===== config.mk =====
export PLATFORM = sky130hd
export DESIGN_NAME = ip_rom_arbiter
export DESIGN_NICKNAME = d
export VERILOG_FILES = /design/src/rtl/ip_rom_arbiter_pkg.sv /design/src/rtl/ip_rom_arbiter_client.sv /design/src/rtl/ip_rom_arbiter.sv
export SDC_FILE = /design/constraint.sdc
export NUM_CORES = 1
export LEC_CHECK = 0
export CORE_MARGIN = 10
export CORE_UTILIZATION = 50
export DETAILED_ROUTE_END_ITERATION = 6
export MAX_ROUTING_LAYER = met4
export PLACE_DENSITY = 0.84
export SLEW_MARGIN = 30
export SYNTH_ARGS = -nofsm -noshare
export SYNTH_HDL_FRONTEND = slang
export SYNTH_SLANG_ARGS = --single-unit

===== constraint.sdc =====
create_clock -name clk -period 2 [get_ports clk]
set_input_delay 0.4 -clock clk [delete_from_list [all_inputs] [get_ports clk]]
set_output_delay 0.4 -clock clk [all_outputs]
set_load 0.05 [all_outputs]

===== src/rtl/ip_rom_arbiter_pkg.sv =====
`default_nettype none
// ============================================================================
//  Module      : ip_rom_arbiter_pkg
//  Description : Shared constants for the two-client ROM read arbiter:
//                FSM state encoding, client indices and the watchdog fill
//                byte returned when the memory never answers.
//  Revision    : 1.0 - initial release
// ============================================================================
package ip_rom_arbiter_pkg;

    // Arbiter FSM state encoding
    localparam logic [1:0] c_ST_IDLE  = 2'd0;
    localparam logic [1:0] c_ST_ISSUE = 2'd1;
    localparam logic [1:0] c_ST_WAIT  = 2'd2;

    // Client indices; the owner register holds one of these
    localparam logic c_CLIENT_KANJI  = 1'b0;
    localparam logic c_CLIENT_MAPPER = 1'b1;

    // Byte handed back to the owner when the watchdog expires
    localparam logic [7:0] c_TIMEOUT_FILL = 8'hFF;

endpackage
`default_nettype wire


===== src/rtl/ip_rom_arbiter_client.sv =====
`default_nettype none
// ============================================================================
//  Module      : ip_rom_arbiter_client
//  Description : Per-client front end of the ROM arbiter. Captures a read
//                request and its address while idle, holds the pending flag
//                until the arbiter delivers data, and registers the client's
//                busy, rdata and rdata_en outputs.
//  Revision    : 1.0 - initial release
// ============================================================================
module ip_rom_arbiter_client #(
    parameter int ADDR_W = 22
) (
    input  logic              clk,
    input  logic              reset,
    input  logic              i_rd,
    input  logic [ADDR_W-1:0] i_address,
    input  logic              i_deliver,
    input  logic [7:0]        i_data,
    output logic              o_busy,
    output logic              o_pend,
    output logic [ADDR_W-1:0] o_address,
    output logic [7:0]        o_rdata,
    output logic              o_rdata_en
);

    logic              r_busy;
    logic              r_pend;
    logic              r_rdata_en;
    logic [ADDR_W-1:0] r_address;
    logic [7:0]        r_rdata;
    logic              w_capture;

    // A request is only taken while the client is idle; later strobes are dropped
    assign w_capture = i_rd && !r_busy;

    // Busy spans capture through the data pulse and drops the cycle after it
    always_ff @(posedge clk) begin
        if (reset) begin
            r_busy     <= 1'b0;
            r_pend     <= 1'b0;
            r_rdata_en <= 1'b0;
            r_address  <= '0;
            r_rdata    <= 8'h00;
        end else begin
            if (w_capture) begin
                r_busy    <= 1'b1;
                r_pend    <= 1'b1;
                r_address <= i_address;
            end else if (r_rdata_en) begin
                r_busy <= 1'b0;
            end
            // Delivery only happens while pending, so it never races a capture
            if (i_deliver) begin
                r_pend  <= 1'b0;
                r_rdata <= i_data;
            end
            r_rdata_en <= i_deliver;
        end
    end

    assign o_busy     = r_busy;
    assign o_pend     = r_pend;
    assign o_address  = r_address;
    assign o_rdata    = r_rdata;
    assign o_rdata_en = r_rdata_en;

endmodule
`default_nettype wire


===== src/rtl/ip_rom_arbiter.sv =====
`default_nettype none
// ============================================================================
//  Module      : ip_rom_arbiter
//  Description : Arbitrates two byte-read clients (0 = KanjiROM, 1 = ROM
//                mapper) onto a single external memory read port. One memory
//                transaction is outstanding at a time; round-robin between
//                clients when both are pending; data goes only to the owner.
//                Optional watchdog: define ROM_ARB_TIMEOUT_EN to return
//                8'hFF to the owner after TIMEOUT cycles without data.
//  Revision    : 1.0 - initial release
// ============================================================================
module ip_rom_arbiter
    import ip_rom_arbiter_pkg::*;
#(
    parameter int ADDR_W  = 22,
    parameter int TIMEOUT = 63
) (
    input  logic              clk,
    input  logic              reset,
    input  logic              c0_rd,
    output logic              c0_busy,
    input  logic [ADDR_W-1:0] c0_address,
    output logic [7:0]        c0_rdata,
    output logic              c0_rdata_en,
    input  logic              c1_rd,
    output logic              c1_busy,
    input  logic [ADDR_W-1:0] c1_address,
    output logic [7:0]        c1_rdata,
    output logic              c1_rdata_en,
    output logic              mem_rd,
    input  logic              mem_busy,
    output logic [ADDR_W-1:0] mem_address,
    input  logic [7:0]        mem_rdata,
    input  logic              mem_rdata_en
);

    logic [1:0]        w_rd;
    logic [1:0]        w_busy;
    logic [1:0]        w_pend;
    logic [1:0]        w_deliver;
    logic [1:0]        w_rdata_en;
    logic [ADDR_W-1:0] w_req_addr [2];
    logic [ADDR_W-1:0] w_lat_addr [2];
    logic [7:0]        w_rdata    [2];
    logic [ADDR_W-1:0] w_owner_addr;
    logic              w_timeout;
    logic              w_done;
    logic [7:0]        w_done_data;

    logic [1:0]        r_state;
    logic              r_owner;
    logic              r_rr_ptr;
    logic              r_mem_rd;
    logic [ADDR_W-1:0] r_mem_address;

    assign w_rd          = {c1_rd, c0_rd};
    assign w_req_addr[0] = c0_address;
    assign w_req_addr[1] = c1_address;

    for (genvar gi = 0; gi < 2; gi++) begin : g_client
        ip_rom_arbiter_client #(
            .ADDR_W (ADDR_W)
        ) u_client (
            .clk        (clk),
            .reset      (reset),
            .i_rd       (w_rd[gi]),
            .i_address  (w_req_addr[gi]),
            .i_deliver  (w_deliver[gi]),
            .i_data     (w_done_data),
            .o_busy     (w_busy[gi]),
            .o_pend     (w_pend[gi]),
            .o_address  (w_lat_addr[gi]),
            .o_rdata    (w_rdata[gi]),
            .o_rdata_en (w_rdata_en[gi])
        );
    end

`ifdef ROM_ARB_TIMEOUT_EN
    localparam int                 c_CNT_W    = $clog2(TIMEOUT + 1);
    localparam logic [c_CNT_W-1:0] c_CNT_LAST = c_CNT_W'(TIMEOUT - 1);

    logic [c_CNT_W-1:0] r_wait_cnt;

    // Watchdog counts WAIT cycles; it fires on the TIMEOUT-th one
    always_ff @(posedge clk) begin
        if (reset) begin
            r_wait_cnt <= '0;
        end else if (r_state != c_ST_WAIT) begin
            r_wait_cnt <= '0;
        end else begin
            r_wait_cnt <= r_wait_cnt + 1'b1;
        end
    end

    assign w_timeout = (r_wait_cnt == c_CNT_LAST);
`else
    // Without the watchdog WAIT holds until the memory answers
    assign w_timeout = 1'b0;
`endif

    // Transaction completes in WAIT on memory data (or watchdog expiry);
    // data arriving in any other state is stale and ignored
    always_comb begin
        w_done      = 1'b0;
        w_done_data = mem_rdata;
        if (r_state == c_ST_WAIT) begin
            if (mem_rdata_en) begin
                w_done = 1'b1;
            end else if (w_timeout) begin
                w_done      = 1'b1;
                w_done_data = c_TIMEOUT_FILL;
            end
        end
    end

    assign w_deliver[0] = w_done && (r_owner == c_CLIENT_KANJI);
    assign w_deliver[1] = w_done && (r_owner == c_CLIENT_MAPPER);
    assign w_owner_addr = (r_owner == c_CLIENT_MAPPER) ? w_lat_addr[1] : w_lat_addr[0];

    // Arbiter FSM: pick an owner, strobe the memory once, wait for its data
    always_ff @(posedge clk) begin
        if (reset) begin
            r_state       <= c_ST_IDLE;
            r_owner       <= c_CLIENT_KANJI;
            r_rr_ptr      <= c_CLIENT_KANJI;
            r_mem_rd      <= 1'b0;
            r_mem_address <= '0;
        end else begin
            r_mem_rd <= 1'b0;
            case (r_state)
                c_ST_IDLE: begin
                    if (|w_pend) begin
                        if (&w_pend) begin
                            r_owner <= r_rr_ptr;
                        end else if (w_pend[1]) begin
                            r_owner <= c_CLIENT_MAPPER;
                        end else begin
                            r_owner <= c_CLIENT_KANJI;
                        end
                        r_state <= c_ST_ISSUE;
                    end
                end
                c_ST_ISSUE: begin
                    if (!mem_busy) begin
                        r_mem_rd      <= 1'b1;
                        r_mem_address <= w_owner_addr;
                        r_state       <= c_ST_WAIT;
                    end
                end
                c_ST_WAIT: begin
                    if (w_done) begin
                        // Favour the client that was not just served
                        r_rr_ptr <= ~r_owner;
                        r_state  <= c_ST_IDLE;
                    end
                end
                default: begin
                    r_state <= c_ST_IDLE;
                end
            endcase
        end
    end

    assign c0_busy     = w_busy[0];
    assign c0_rdata    = w_rdata[0];
    assign c0_rdata_en = w_rdata_en[0];
    assign c1_busy     = w_busy[1];
    assign c1_rdata    = w_rdata[1];
    assign c1_rdata_en = w_rdata_en[1];
    assign mem_rd      = r_mem_rd;
    assign mem_address = r_mem_address;

endmodule
`default_nettype wire


* Word-level counts from Yosys, hierarchy flattened
Index checks and enable logic that the tools add are counted.
** Cells by class
- Add/sub/neg operators :: 0
- Multiply operators :: 0
- Div/mod/pow operators :: 0
- Magnitude comparators :: 0
- Equality and inequality tests :: 5
- Shift-type cells :: 0
- Multiplexer cells :: 14
- Bitwise logic cells :: 3
- Reductions and logical operators :: 18
** Operators with widths (count)
- 22-bit two-way mux :: 1
- 1-bit two-way mux :: 9
- 2-bit AND reduction :: 4
- 2-bit OR reduction :: 4
- 2-bit two-way mux :: 3
- 2-bit inequality test (second input constant) :: 3
- 2-bit one-hot mux with 3 select lines :: 1
- 1-bit logical AND :: 4
- 2-bit nonzero test :: 2
- 1-bit NOT :: 3
- 3-bit AND reduction :: 1
- 2-bit by 1-bit == test with 1-bit output (second input constant) :: 1
- 2-bit == test (second input constant) :: 1
- 1-bit zero test :: 2
- 2-bit zero test :: 1
** Word-level totals
- Register bits :: 93
- Latch bits :: 0
- RAM bits :: 0
- ROM bits :: 0
- Input bits :: 58
- Output and inout port bits :: 43
- Word-level logic and storage cells :: 55
- Memories :: 0

* Depth between registers and ports, before layout
Gate-level depths: netlist of the first run.
- Word-level depth :: 4
- Mapped depth :: 5
- Mapped depth without buffers :: 3

* Modules after synthesis
Synthesis of the first run repeated with hierarchy kept, for this count alone.
** Second synthesis, totals
- Cell total of the unflattened synthesis :: 392
- Area, all modules :: 4152.7 um^2
** Modules (own cells, without submodules)
- ip_rom_arbiter_client :: times used 2, cells each 134, area an instance 1412.6 um^2, seq. area each 660.6 um^2
- ip_rom_arbiter :: times used 1, cells each 124, area an instance 1327.5 um^2, seq. area each 540.5 um^2

* Worst setup path before layout of the first run
No wires, ideal clock.
- Path kind :: reg2reg
- Start point :: reg g_client[1].u_client.r_busy
- End point :: reg g_client[1].u_client.r_address[11]
- Setup time :: 0.070 ns
- Arrival time :: 1.349 ns
- Data required time :: 1.930 ns
- Setup slack :: 0.581 ns
- Cell stages (with the launch flop) :: 5
- Buffers on the path :: 1
- Period minus slack after synthesis :: 1.419 ns
- Path through :: dfxtp_1 nand2b_1 clkbuf_1 nand2_1 a21oi_1
** On the way
- Longest elaborated chain between the ends :: 2
** RTL lines
- start, declared :: line ip_rom_arbiter_client.sv:26 : logic r_busy;
- start signal, assigned :: line ip_rom_arbiter_client.sv:39 : r_busy <= 1'b0;
- start signal, assigned :: line ip_rom_arbiter_client.sv:46 : r_busy <= 1'b1;
- start signal, assigned :: line ip_rom_arbiter_client.sv:50 : r_busy <= 1'b0;
- 1-bit zero test :: line ip_rom_arbiter_client.sv:34 : assign w_capture = i_rd && !r_busy;
- 1-bit logical AND :: line ip_rom_arbiter_client.sv:34
- end signal, assigned :: line ip_rom_arbiter_client.sv:48 : r_address <= i_address;
- end, declared :: line ip_rom_arbiter_client.sv:29 : logic [ADDR_W-1:0] r_address;
No other way between the ends.
A chain may end at the register's enable or synchronous reset.

* Final worst setup path of the first run
- Start point :: reg g_client[1].u_client.r_rdata[5]
- End point :: out c1_rdata[5]
** RTL lines
- start, declared :: line ip_rom_arbiter_client.sv:30 : logic [7:0] r_rdata;
- start signal, assigned :: line ip_rom_arbiter_client.sv:55 : r_rdata <= i_data;
- end, declared :: line ip_rom_arbiter.sv:28 : output logic [7:0] c1_rdata,
No word-level cell between the ends.

==> results of run 1 <==
==> what timing repair did <==
item	CTS	global route
buffers inserted	0	0
endpoints found under the setup margin	0	1
gates resized for setup	0	1
==> layer usage <==
layer | vias to the layer above | share of wire (%) | GRT usage, %
met5 | - | 0 | -
met4 | 0 | 0.70 | 5.35
met3 | 8 | 6.8 | 5.65
met2 | 76 | 50 | 28.5
met1 | 1355 | 43 | 19.1
li1 | 1436 | - | -
==> where the power goes <==
part	internal (mW)	total [mW]	leakage (nW)	switching [mW]
clock network	0.700	1.32	0.107	0.617
registers	1.96	2.03	0.761	0.0678
logic	0.308	0.726	0.824	0.419
total	2.97	4.07	1.69	1.10
==> sequential cells by signal (all words and copies together), names as in the netlist <==
signal,count
r_owner,1
r_state,2
r_rr_ptr,1
g_client.u_client.o_pend,2
g_client.u_client.o_rdata,16
mem_address,22
g_client.u_client.o_rdata_en,2
mem_rd,1
g_client.u_client.o_busy,2
g_client.u_client.o_address,44
==> final timing paths <==
| path | cells past startpoint | start | to | slack [ns] |
|---|---|---|---|---|
| setup / recovery | 1 | g_client[1].u_client.o_rdata[5] | c1_rdata[5] | 0.07 |
| hold / removal | 2 | g_client[1].u_client.o_address[0] | g_client[1].u_client.o_address[0] | 0.46 |
| setup reg to reg | 3 | r_state[0] | g_client[1].u_client.o_rdata[1] | 0.54 |
| hold reg to reg | 2 | g_client[1].u_client.o_address[0] | g_client[1].u_client.o_address[0] | 0.46 |
==> cells by family (layout without fill, tap and decap cells) <==
group | after synthesis | after routing
DFF | 93 | 93
and+or+nand+nor | 130 | 130
muxes | 22 | 22
AOI/OAI and AO/OA | 92 | 92
buffers and inverters | 28 | 127
==> cells in the final DEF, fill, tap and decap left out, types with 3 or more instances in the layout <==
| master | netlist | final |
|---|---|---|
| buf_4 | 3 | 9 |
| clkinv_2 | 0 | 3 |
| dfxtp_1 | 93 | 92 |
| clkbuf_8 | 0 | 9 |
| nand2b_1 | 5 | 5 |
| clkdlybuf4s50_1 | 0 | 97 |
| a211oi_2 | 17 | 17 |
| a211oi_1 | 6 | 6 |
| mux2i_1 | 22 | 22 |
| nand2_1 | 88 | 88 |
| a21oi_1 | 47 | 47 |
| a22o_1 | 16 | 16 |
| nor2_1 | 25 | 25 |
==> area by class of cell <==
cell class	count	area share, %
clock buffers	11	2.79
clock inverters	5	1.59
inverters	2	0.159
multi-input cells	244	31.0
flip-flops and latches	93	39.5
well taps	80	2.12
repair buffers	109	22.8
==> reports/summary.txt, run 1 <==
Longest Clk Path Bufs = 2
WL final = 8760 um
syn_nets = 423
Antenna diodes = 0
Max Slew Vio Count = 0
wire length per cell = 16.1 um
Initial Util = 51.4%
crit-path leading delay family = buffers and inverters
HPWL after DPL = 6140 um
Simple-Gate Fraction of Synth Area = 16.1%
fin crit period = 1.93 ns
Inserted Clock Buffers = 9
Area contributors post-synth = dfxtp_1 (54%), nand2_1 (9.5%), a21oi_1 (6.8%), mux2i_1 (6.3%), a211oi_2 (6.1%)
Yosys top cell area share = 53.7%
leak pwr = 1.69 nW
Post-Place Cells = 528
DRC = 0
register area = 1860 um2
unrepaired setup endpoints after global routing = no
All-Layer GR Usage = 17.1%
core box area = 6760 um2
CP Buf/Inv Count = 1
CTS Sinks = 93
Vias = 2,875
Hold WS = 0.459 ns
Final Core Density = 69.8%
Rows = 30
Synth cell types = 28
largest family of logic cells by synthesized area = compound AO/OA/AOI/OAI gates
Nets = 517
initial antenna violation count = 0
CTS tree = done
largest net degree at the start of global routing = 48
CP max stage delay = 0.83 ns
final hold vios = 0
final setup fails = 0
placed cell area = 4500 um2
WS Path Type = flop to output pin
post-synthesis xor/xnor area fraction = 0%
post-route setup slack = 0.0739 ns
most common cell in the netlist = dfxtp_1
die width = 103 um
FILL cells = 543
pre-CTS setup slack = 0.220 ns
CTS clock-pin slew for the worst setup and hold paths = 0.09 ns
Multi-input gate area = 1460 um2
Post-synth top cells = dfxtp_1 (93), nand2_1 (88), a21oi_1 (47)
Die ar. = 10,700 um2
commonest register cell after synthesis = dfxtp_1
fraction of layout cells with a size suffix above 1 = 10.8%
Port Buffers = 100
area share of fa/ha/maj cells after synthesis = 0%
Compound-Gate Fraction of Synth Area = 19.5%
Crit. End Element = output pin
Yosys reg bits = 93
die height = 103 um
synthesized cell area = 3470 um2
Req. time, crit path = 1.60 ns
FFs w/ async S/R, synth = 0%
remaining global-route overflow = 0
crit path max-delay cell type = clkdlybuf4s50_1
CP max FO = 2
CP cell instances = clkdlybuf4s50_1
Max Cap Viol = 0
Syn Area/Cell = 9.51 um2
slew at the pin closest to its max-slew limit = 0.565 ns
DRT Pass-1 Iters = 4
outcome = finished clean
mux share of post-synthesis cell area = 6.35%
RD Place Congestion = 0.868
total power = 4.07 mW
number of I/O pins = 101
post-route ant nets = 0
Final Skew = 0.00936 ns
Area growth syn-to-layout = 35.8%
starting DRC count in detailed routing = 121
Worst VDD drop = 0.502 mV
via/cell ratio = 5.28
htree depth = 3
vias in the first global route = 2,925
first-pass GRT wire length = 14,100 um
Power Density = 864 nW/um2
Clock Latency Late Sink = 0.34 ns
Worst EP arrival = 1.53 ns
Hold Crit Class = flop to flop
Max Clock Freq = 519 MHz
cts hold-fix bufs = 0
sequential share of the synthesized area = 53.7%
startpoint types = flop
Tcrit/Tclk final = 96.3%
Post-Synthesis Cells = 365
design area = 4710 um2
Ys Warns = 0
Root Buffer = clkbuf_8
Finished Layout Cells = 544
setup TNS = 0 ns
Post-synth EDFFs = 0
Relative slew margins = 62.3%
area leader, netlist = dfxtp_1
No activity file was read; power rests on OpenSTA's default activity.
==> run 2, diff against run 1 <==
- CTS_CLUSTER_SIZE: unset -> 28
==> results of run 2 <==
Final layout, timing and power as in run 1 (identical DEF).
==> run 3, diff against run 2 <==
- SLEW_MARGIN: 30 -> 20
==> results of run 3 <==
Final layout, timing and power as in run 1 (identical DEF).
